`config.mk`:
```
export PLATFORM = sky130hd
export DESIGN_NAME = trap_ctrl
export DESIGN_NICKNAME = d
export VERILOG_FILES = /design/src/rtl/trap_ctrl_pkg.sv /design/src/rtl/trap_decode.sv /design/src/rtl/trap_ctrl.sv
export SDC_FILE = /design/constraint.sdc
export NUM_CORES = 1
export LEC_CHECK = 0
export CORE_AREA = 2 2 165 167
export CTS_CLUSTER_DIAMETER = 120
export CTS_CLUSTER_SIZE = 30
export DETAILED_ROUTE_END_ITERATION = 16
export DIE_AREA = 0 0 167 169
export GPL_TIMING_DRIVEN = 0
export SLEW_MARGIN = 20
export SYNTH_ARGS = -nofsm -noshare
export SYNTH_HDL_FRONTEND = slang
export SYNTH_SLANG_ARGS = --single-unit
```
`constraint.sdc`:
```
create_clock -name clk -period 3.6 [get_ports clk]
set_input_delay 0.72 -clock clk [delete_from_list [all_inputs] [get_ports clk]]
set_output_delay 0.72 -clock clk [all_outputs]
set_load 0.05 [all_outputs]
```
`src/rtl/trap_ctrl_pkg.sv`:
```
// Shared encodings for the trap sequencer: SYSTEM instruction words, mcause codes,
// RV64 major opcodes and the sequencer state encoding. Optional illegal trapping: TRAP_CTRL_ILLEGAL_EN.
package trap_ctrl_pkg;

    localparam logic [31:0] INSTR_ECALL  = 32'h0000_0073;
    localparam logic [31:0] INSTR_EBREAK = 32'h0010_0073;
    localparam logic [31:0] INSTR_MRET   = 32'h3020_0073;

    localparam int CAUSE_ECALL_M = 11;
    localparam int CAUSE_BREAK   = 3;
    localparam int CAUSE_ILLEGAL = 2;

    localparam logic [6:0] OPC_LUI       = 7'b0110111;
    localparam logic [6:0] OPC_AUIPC     = 7'b0010111;
    localparam logic [6:0] OPC_JAL       = 7'b1101111;
    localparam logic [6:0] OPC_JALR      = 7'b1100111;
    localparam logic [6:0] OPC_BRANCH    = 7'b1100011;
    localparam logic [6:0] OPC_LOAD      = 7'b0000011;
    localparam logic [6:0] OPC_STORE     = 7'b0100011;
    localparam logic [6:0] OPC_OP_IMM    = 7'b0010011;
    localparam logic [6:0] OPC_OP        = 7'b0110011;
    localparam logic [6:0] OPC_OP_IMM_32 = 7'b0011011;
    localparam logic [6:0] OPC_OP_32     = 7'b0111011;
    localparam logic [6:0] OPC_SYSTEM    = 7'b1110011;
    localparam logic [6:0] OPC_MISC_MEM  = 7'b0001111;

    typedef enum logic [1:0] {
        ST_IDLE     = 2'd0,
        ST_DRAIN    = 2'd1,
        ST_COMMIT   = 2'd2,
        ST_REDIRECT = 2'd3
    } state_t;

    typedef struct packed {
        logic is_ecall;
        logic is_ebreak;
        logic is_mret;
        logic is_illegal;
    } dec_t;

    function automatic logic opcode_known(input logic [6:0] opc);
        case (opc)
            OPC_LUI, OPC_AUIPC, OPC_JAL, OPC_JALR, OPC_BRANCH, OPC_LOAD, OPC_STORE,
            OPC_OP_IMM, OPC_OP, OPC_OP_IMM_32, OPC_OP_32, OPC_SYSTEM, OPC_MISC_MEM:
                opcode_known = 1'b1;
            default:
                opcode_known = 1'b0;
        endcase
    endfunction

endpackage

```
`src/rtl/trap_decode.sv`:
```
// Combinational classifier of the EX instruction word into trap/return sources.
// Illegal-opcode detection is compiled in only with TRAP_CTRL_ILLEGAL_EN.
module trap_decode
    import trap_ctrl_pkg::*;
#(
    parameter int INST_LEN = 32
) (
    input  logic [INST_LEN-1:0] instr,
    output dec_t                dec
);

    always_comb begin
        dec            = '0;
        dec.is_ecall   = (instr == INST_LEN'(INSTR_ECALL));
        dec.is_ebreak  = (instr == INST_LEN'(INSTR_EBREAK));
        dec.is_mret    = (instr == INST_LEN'(INSTR_MRET));
`ifdef TRAP_CTRL_ILLEGAL_EN
        // Compressed encodings are not supported, so any non-11 low pair is illegal too.
        dec.is_illegal = (instr[1:0] != 2'b11) || !opcode_known(instr[6:0]);
`else
        dec.is_illegal = 1'b0;
`endif
    end

endmodule

```
`src/rtl/trap_ctrl.sv`:
```
// Exception/return sequencer: detect in EX, drain memory, strobe the CSR file, redirect fetch.
// Illegal-opcode traps (cause 2) are enabled by defining TRAP_CTRL_ILLEGAL_EN.
module trap_ctrl
    import trap_ctrl_pkg::*;
#(
    parameter int XLEN      = 64,
    parameter int INST_LEN  = 32,
    parameter int DRAIN_MAX = 255,
    parameter int CNT_W     = 8
) (
    input  logic                clk,
    input  logic                rst_n,
    input  logic                ex_valid_i,
    input  logic                ex_kill_i,
    input  logic [XLEN-1:0]     ex_pc_i,
    input  logic [INST_LEN-1:0] ex_instr_i,
    input  logic                mem_busy_i,
    input  logic [XLEN-1:0]     mtvec_i,
    input  logic [XLEN-1:0]     mepc_i,
    input  logic                redirect_ready_i,
    output logic                stall_o,
    output logic                flush_o,
    output logic                trap_o,
    output logic [XLEN-1:0]     trap_pc_o,
    output logic [XLEN-1:0]     trap_cause_o,
    output logic                mret_o,
    output logic                redirect_valid_o,
    output logic [XLEN-1:0]     redirect_pc_o,
    output logic                drain_timeout_o
);

    dec_t             dec;
    state_t           state;
    state_t           state_nxt;
    logic [CNT_W-1:0] cnt;
    logic [CNT_W:0]   cnt_inc;
    logic             is_mret_q;
    logic             detect;
    logic             drain_hit;
    logic             drain_exit;
    logic [XLEN-1:0]  cause_sel;

    trap_decode #(.INST_LEN(INST_LEN)) u_decode (
        .instr (ex_instr_i),
        .dec   (dec)
    );

    assign detect = ex_valid_i && !ex_kill_i && (state == ST_IDLE) &&
                    (dec.is_ecall || dec.is_ebreak || dec.is_mret || dec.is_illegal);

    // Compare the post-increment count so the forced exit lands after exactly DRAIN_MAX cycles.
    assign cnt_inc    = {1'b0, cnt} + 1'b1;
    assign drain_hit  = (cnt_inc == (CNT_W+1)'(DRAIN_MAX));
    assign drain_exit = !mem_busy_i || drain_hit;

    always_comb begin
        cause_sel = '0;
        if (dec.is_ecall) begin
            cause_sel = XLEN'(CAUSE_ECALL_M);
        end else if (dec.is_ebreak) begin
            cause_sel = XLEN'(CAUSE_BREAK);
        end else if (dec.is_illegal) begin
            cause_sel = XLEN'(CAUSE_ILLEGAL);
        end
    end

    always_ff @(posedge clk or negedge rst_n) begin
        if (!rst_n) begin
            state <= ST_IDLE;
        end else begin
            state <= state_nxt;
        end
    end

    always_comb begin
        state_nxt        = state;
        flush_o          = 1'b0;
        trap_o           = 1'b0;
        mret_o           = 1'b0;
        redirect_valid_o = 1'b0;
        case (state)
            ST_IDLE: begin
                if (detect) state_nxt = ST_DRAIN;
            end
            ST_DRAIN: begin
                if (drain_exit) state_nxt = ST_COMMIT;
            end
            ST_COMMIT: begin
                flush_o   = 1'b1;
                trap_o    = !is_mret_q;
                mret_o    = is_mret_q;
                state_nxt = ST_REDIRECT;
            end
            ST_REDIRECT: begin
                redirect_valid_o = 1'b1;
                if (redirect_ready_i) state_nxt = ST_IDLE;
            end
            default: state_nxt = ST_IDLE;
        endcase
        stall_o = detect || (state != ST_IDLE);
    end

    always_ff @(posedge clk or negedge rst_n) begin
        if (!rst_n) begin
            cnt             <= '0;
            is_mret_q       <= 1'b0;
            trap_pc_o       <= '0;
            trap_cause_o    <= '0;
            redirect_pc_o   <= '0;
            drain_timeout_o <= 1'b0;
        end else begin
            if (detect) begin
                trap_pc_o    <= ex_pc_i;
                trap_cause_o <= cause_sel;
                is_mret_q    <= dec.is_mret;
                cnt          <= '0;
            end
            if (state == ST_DRAIN) begin
                if (cnt != CNT_W'(DRAIN_MAX)) cnt <= cnt_inc[CNT_W-1:0];
                if (drain_hit) drain_timeout_o <= 1'b1;
                // Target is frozen here so it stays stable for the whole handshake.
                if (drain_exit) redirect_pc_o <= is_mret_q ? mepc_i : (mtvec_i & ~XLEN'(3));
            end
        end
    end

endmodule

```
==> impl_metrics.toml, run 1 <==
[status]
status = "complete, no violations"

[critical_path]
crit_fanout = 19
cp.arrival_ns = 2.66
critical_path_required_ns = 2.88
setup.worst_path.class = "flop to output pin"
worstSetupStartpointType = "flop"
cp-end-kind = "output pin"
rr_worst_depth = 8

[detailed_routing]
via_per_inst = 4.08
drc_errors = 0
wl_per_cell_um = 16.7
route.vias.total = 5371
detail_route.iter0.violations = 104
ant_nets = 0
dr.pass1.iters = 4
routed_wl_um = 21900

[timing]
worst_pin_slew_ns = 0.670
grt_setup_unrepaired = "false"
final.min_clock_period_ns = 3.38
relSlewSlack_pct = 55.0
fin_crit_sh_pct = 94.0
hold_violations = 0
clock.fmax_mhz = 296
setup_viol = 0
skew_ns = 0.0181
hold_slack_ns = 0.225
slew_violations = 0

[global_route]
grt_max_degree = 85
grt_antenna_before_repair = 0
globalRouteMet2Util_pct = 25.8
grt.met1_usage_pct = 17.7
grt_pass1_vias = 5699
busiest_layer = "met2"
grt_pass1_wl_um = 32800
grt_use_met3_pct = 6.20
grt-ovfl-total = 0
track_usage_pct = 15.0

[layout]
multi_input_area_um2 = 2950
fillCellCount = 2533
antennaDiodeCount = 0
seq_area_um2 = 3550
area_growth_syn_to_layout_pct = 70.6
fin_util_pct = 44.6
drive_above_1_share_pct = 30.9
nets = 1199

[synthesis]
yosys.area.top_type = "dfrtp_1"
syn_area_um2 = 6930
yosysWarningCount = 0
syn_area_per_cell_um2 = 13.4
seq_area_frac_synth_pct = 51.3
synthTopCellsByCount = "186 x mux2_2, 142 x dfrtp_1, 63 x buf_4, 14 x nand2_1, 13 x o21ai_0"
synth_top_family_by_area = "multiplexers"
synth-main-ff-cell = "dfrtp_1"
yosysUniqueCellTypes = 35
yosys.area_share.simple_pct = 3.79
synth-async-reset-ratio_pct = 100
synth_mux_area_share_pct = 31.4
synth_fa_ha_area_share_pct = 1.26
ys_ff_latch = 142
synth_compound_area_share_pct = 2.13
synth_top_area_share_pct = 51.3
netlist_instances = 519
synth-xor-area-share_pct = 0.505
ys_top_cells_by_area = "dfrtp_1 51%, mux2_2 30%, buf_4 6.8%"
synth.most_common_cell = "mux2_2"
synth-edff-count = 0

[hold_path]
hold_class = "input port to asynchronous set/reset pin"

[cts]
cts_sinks = 142
postCtsHoldBufs = 0
cts_buffers = 17
clockBufferDepth = 2
cts-htree-levels = 4
root_buffer = "clkbuf_16"
cts_tree = "done"
worst_skew_pair.late_latency_ns = 0.42
clk_pin_slew_ns = 0.07

[floorplan]
initial_utilization_pct = 26.2
core-area_um2 = 26500
row_count = 60
die_y_um = 169
die_area_um2 = 28200
fp.dieW_um = 167
io_pins = 428

[pwr]
p_per_area_nw_per_um2 = 623
vdd.ir_drop.worst_mv = 0.361
leakage_nw = 5.24
total_power_mw = 7.37

[place]
place_congestion = 0.749
port_buffers = 364
place_hpwl_um = 17400

[job]
max-cap-violations = 0
==> routing by layer <==
layer | part of all wire (%) | wire, um
met2 | 49 | 10700
met4 | 0.67 | 146
met5 | 0 | 0
met1 | 41 | 8920
met3 | 9.8 | 2140
==> sequential cells by signal, summed over array words and instances, names as in the netlist <==
| signal | cells |
|---|---|
| cnt | 8 |
| drain_timeout_o | 1 |
| is_mret_q | 1 |
| redirect_pc_o | 64 |
| state | 2 |
| trap_cause_o | 2 |
| trap_pc_o | 64 |
==> repair_timing <==
| item | CTS | global route |
|---|---|---|
| gates resized for setup | 8 | 3 |
| endpoints found under the setup margin | 3 | 1 |
| hold endpoints to repair | 0 | 0 |
| setup buffers | 0 | 0 |
==> worst paths after layout <==
path,startpoint,endpoint,slack [ns]
min,rst_n,trap_pc_o[22],0.22
max reg2reg,state[0],trap_pc_o[22],0.48
min reg2reg,drain_timeout_o,drain_timeout_o,0.47
min in group clk,drain_timeout_o,drain_timeout_o,0.47
max in group asynchronous,rst_n,redirect_pc_o[49],2.55
max,is_mret_q,mret_o,0.22
==> critical path, stage by stage (launching register included) <==
cell and delay (ns):
dfrtp_1 0.32, clkbuf_1 0.35, buf_2 0.56, and2_1 0.20, clkdlybuf4s50_1 0.82
==> cell type report <==
cell class	count	share of cell area, %
plain buffers	85	5.21
clock buffers	18	3.63
clock inverters	14	1.15
inverters	12	0.381
multi-input cells	339	24.9
flip-flops and latches	142	30.1
well taps	341	3.61
repair buffers	365	31.0
==> logic make-up (layout without fill, tap and decap cells) <==
| family | count (synthesis) | in the layout |
|---|---|---|
| mux | 194 | 194 |
| flops | 142 | 142 |
| buf+inv | 98 | 494 |
| simple gates | 49 | 49 |
| compound gates | 24 | 24 |
| fa+ha+maj | 7 | 7 |
| xor+xnor | 4 | 4 |
| other cells | 1 | 61 |
==> power breakdown <==
group	switching, mW	internal (mW)	leakage (nW)	total, mW
Clock	0.744	0.966	0.273	1.71
Combinational	2.13	1.36	3.19	3.49
Sequential	0.189	1.98	1.78	2.17
==> cell usage in the layout (no fill, tap or decap), types with 9 or more instances in the layout <==
cell             count
clkbuf_16           17
buf_4               63
buf_2                9
mux2_2             186
conb_1              61
clkdlybuf4s50_1    362
nand2_1             14
inv_1               12
o21ai_0             13
dfrtp_1            142
clkbuf_1             9
==> metrics by stage <==
stage / cells / cell area [um2] / setup slack [ns] / TNS [ns]
2_1_floorplan: 579 / 7160 / 0.365 / 0
3_3_place_gp: 1284 / 11200 / -4.46 / -633.63
3_5_place_dp: 1285 / 11300 / -0.386 / -2.84
4_1_cts: 1316 / 11800 / 0.0488 / 0
5_1_grt: 1316 / 11800 / 0.0249 / 0
6_report: 1316 / 11800 / 0.217 / 0
Note: power is estimated with default switching activity, not from simulation.
==> run 2: changes to the inputs <==
--- a/config.mk
+++ b/config.mk
@@ -6,7 +6,6 @@
 export NUM_CORES = 1
 export LEC_CHECK = 0
 export CORE_AREA = 2 2 165 167
-export CTS_CLUSTER_DIAMETER = 120
 export CTS_CLUSTER_SIZE = 30
 export DETAILED_ROUTE_END_ITERATION = 16
 export DIE_AREA = 0 0 167 169
==> results of run 2 <==
Same layout as run 1: the final DEF is identical, and so are final timing and power.
==> run 3: changes to the inputs <==
--- a/config.mk
+++ b/config.mk
@@ -5,7 +5,7 @@
 export SDC_FILE = /design/constraint.sdc
 export NUM_CORES = 1
 export LEC_CHECK = 0
-export CORE_AREA = 2 2 165 167
+export CORE_AREA = 4 4 163 165
 export CTS_CLUSTER_SIZE = 30
 export DETAILED_ROUTE_END_ITERATION = 16
 export DIE_AREA = 0 0 167 169
==> constraint.sdc (replaced) <==
create_clock -name clk -period 4 [get_ports clk]
set_input_delay 0.8 -clock clk [delete_from_list [all_inputs] [get_ports clk]]
set_output_delay 0.8 -clock clk [all_outputs]
set_load 0.05 [all_outputs]
==> run 3 against run 2 <==
  * Non-clock buffer count stayed put
  * Worst hold slack better by 0.11 ns
  * Via count is 1.2% higher
  * Clock skew decreased by 0.0049 ns
  * Clock power decreased by 6%
  * Largest power group unchanged
  * Highest routed layer unchanged
==> impl_metrics.toml, run 3 (same netlist as run 1, synthesis figures left out) <==
[floorplan]
row_count = 58
core-area_um2 = 25000
initial_utilization_pct = 27.7
fp.dieW_um = 167
io_pins = 428
die_area_um2 = 28200
die_y_um = 169

[layout]
drive_above_1_share_pct = 30.7
fillCellCount = 2318
most-common-layout-cells = "362 x clkdlybuf4s50_1, 186 x mux2_2, 142 x dfrtp_1, 63 x buf_4, 61 x conb_1"
antennaDiodeCount = 0
seq_area_um2 = 3550
area_growth_syn_to_layout_pct = 70.9
layout.cells.non_filler = 1305
final_common_cell = "clkdlybuf4s50_1"
top_regs = "redirect_pc_o (64), trap_pc_o (64), cnt (8)"
nets = 1199
multi_input_area_um2 = 2940

[global_route]
grt.met1_usage_pct = 16.6
grt_max_degree = 73
grt_antenna_before_repair = 0
grt_pass1_wl_um = 34200
track_usage_pct = 15.5
grt_use_met3_pct = 7.61
grt-ovfl-total = 0
grt_pass1_vias = 5887
busiest_layer = "met2"
globalRouteMet2Util_pct = 27.5

[detailed_routing]
wl_per_cell_um = 17.4
detail_route.iter0.violations = 131
route.vias.total = 5433
routed_wl_um = 22700
dr.pass1.iters = 4
ant_nets = 0
drc_errors = 0
via_per_inst = 4.16

[cts]
postCtsHoldBufs = 0
cts-htree-levels = 4
clk_pin_slew_ns = 0.07
clockBufferDepth = 2
cts_sinks = 142
worst_skew_pair.late_latency_ns = 0.42
cts_tree = "done"
cts_buffers = 17
root_buffer = "clkbuf_16"

[status]
status = "complete, no violations"

[timing]
grt_setup_unrepaired = "false"
relSlewSlack_pct = 56.9
worst_pin_slew_ns = 0.642
final.min_clock_period_ns = 3.84
fin_crit_sh_pct = 95.9
slew_violations = 0
skew_ns = 0.0132
setup_viol = 0
setup_ws_ns = 0.163
hold_violations = 0
clock.fmax_mhz = 261

[critical_path]
crit_fanout = 3
regToRegSetupSlack_ns = 0.92
worstSetupStartpointType = "input port"
timing.rr.start = "state[0]"
setup.worst_path.class = "input port to output pin"
slowest_delay_ns = 0.57
cp_cell_sequence = "clkdlybuf4s50_1, nor4bb_1, nand4_1, or2_2, o21ai_0, dlygate4sd1_1"
r2r_end = "trap_pc_o[13]"
rr_worst_depth = 8
critical_path_required_ns = 3.20
cp_slowest_cell = "dlygate4sd1_1"
cp-end-kind = "output pin"
cp.arrival_ns = 3.04

[hold_path]
hold_class = "input port to asynchronous set/reset pin"

[place]
place_ws_ns = -0.289
dpl.cell_count = 1274
place_congestion = 0.800
place_hpwl_um = 18400
port_buffers = 364

[pwr]
power.switching_mw = 2.75
clkPwrFrac_pct = 24.0
leakage_nw = 5.26
p_per_area_nw_per_um2 = 566
p_comb_share_pct = 47.1
switching_share_pct = 41.0
share_seq_of_total_power_pct = 29.0
total_power_mw = 6.71
vdd.ir_drop.worst_mv = 0.364
cellInternalPower_mw = 3.96

[job]
max-cap-violations = 0
## run 3: cell types whose count changed in the layout (fill, tap and decap cells not counted), sizes merged
| cell | before | now |
|---|---|---|
| clkinv | 7 | 4 |
| clkdlybuf4s15 | 0 | 1 |
| bufinv | 1 | 2 |
| dlygate4sd1 | 0 | 1 |
| inv | 16 | 17 |
| clkbuf | 28 | 29 |
| buf | 78 | 76 |
## run 3: routing by layer
layer / share of wire (%) / vias up / wire (um)
met2: 50 / 266 / 11400
li1: - / 2589 / -
met3: 11 / 19 / 2550
met5: 0 / - / 0
met1: 37 / 2559 / 8500
met4: 1.1 / 0 / 251
## run 3: timing repair
item                                    in CTS  in global routing
endpoints found under the setup margin       3                  1
pin swaps                                    0                  0
gates resized for setup                      3                  2
buffers inserted                             0                  0
## run 3: power groups by stage
stage | Combinational, mW | Sequential, mW | Clock, mW
after CTS | 3.19 | 1.95 | 1.67
after floorplan | 0.826 | 3.15 | 0
after detailed placement | 3.19 | 1.98 | 0
after global routing | 3.29 | 1.99 | 1.73
final | 3.16 | 1.94 | 1.61
after global placement | 3.18 | 1.96 | 0
## run 3: area by class of cell
class	instances	share of cell area [%]
plain buffers	85	5.25
clock buffers	19	3.74
clock inverters	13	1.29
inverters	12	0.380
multi-input cells	339	24.8
flip-flops and latches	142	30.0
well taps	330	3.49
repair buffers	365	31.0
## run 3: through the flow
stage | cell area, um2 | TNS, ns | hold slack (ns) | utilization, %
detailed placement | 11200 | -0.289 | 0.465 | 44.9
CTS | 11800 | 0 | 0.344 | 47.3
floorplan | 7160 | 0 | 0.504 | -
finish | 11800 | 0 | 0.332 | 47.3
global placement | 11200 | -568.33 | 0.461 | 44.8
global route | 11800 | 0 | 0.373 | 47.3
## run 3: worst max-delay path, delay by kind of cell
kind | cells | cell delay [ns]
AOI/OAI and AO/OA | 1 | 0.23
buffers and inverters | 2 | 1.02
and+or+nand+nor | 3 | 0.99
## run 3: how the worst max path moves through the flow
stage,slack [ns],endpoint,startpoint,cells past startpoint
after floorplan,0.61,stall_o,ex_instr_i[8],4
after global placement,-4.02,redirect_pc_o[39],rst_n,1
after detailed placement,-0.29,stall_o,ex_instr_i[3],6
after CTS,0.006,stall_o,ex_instr_i[3],6
after global routing,0.003,stall_o,ex_instr_i[4],6
final,0.16,stall_o,ex_instr_i[4],6
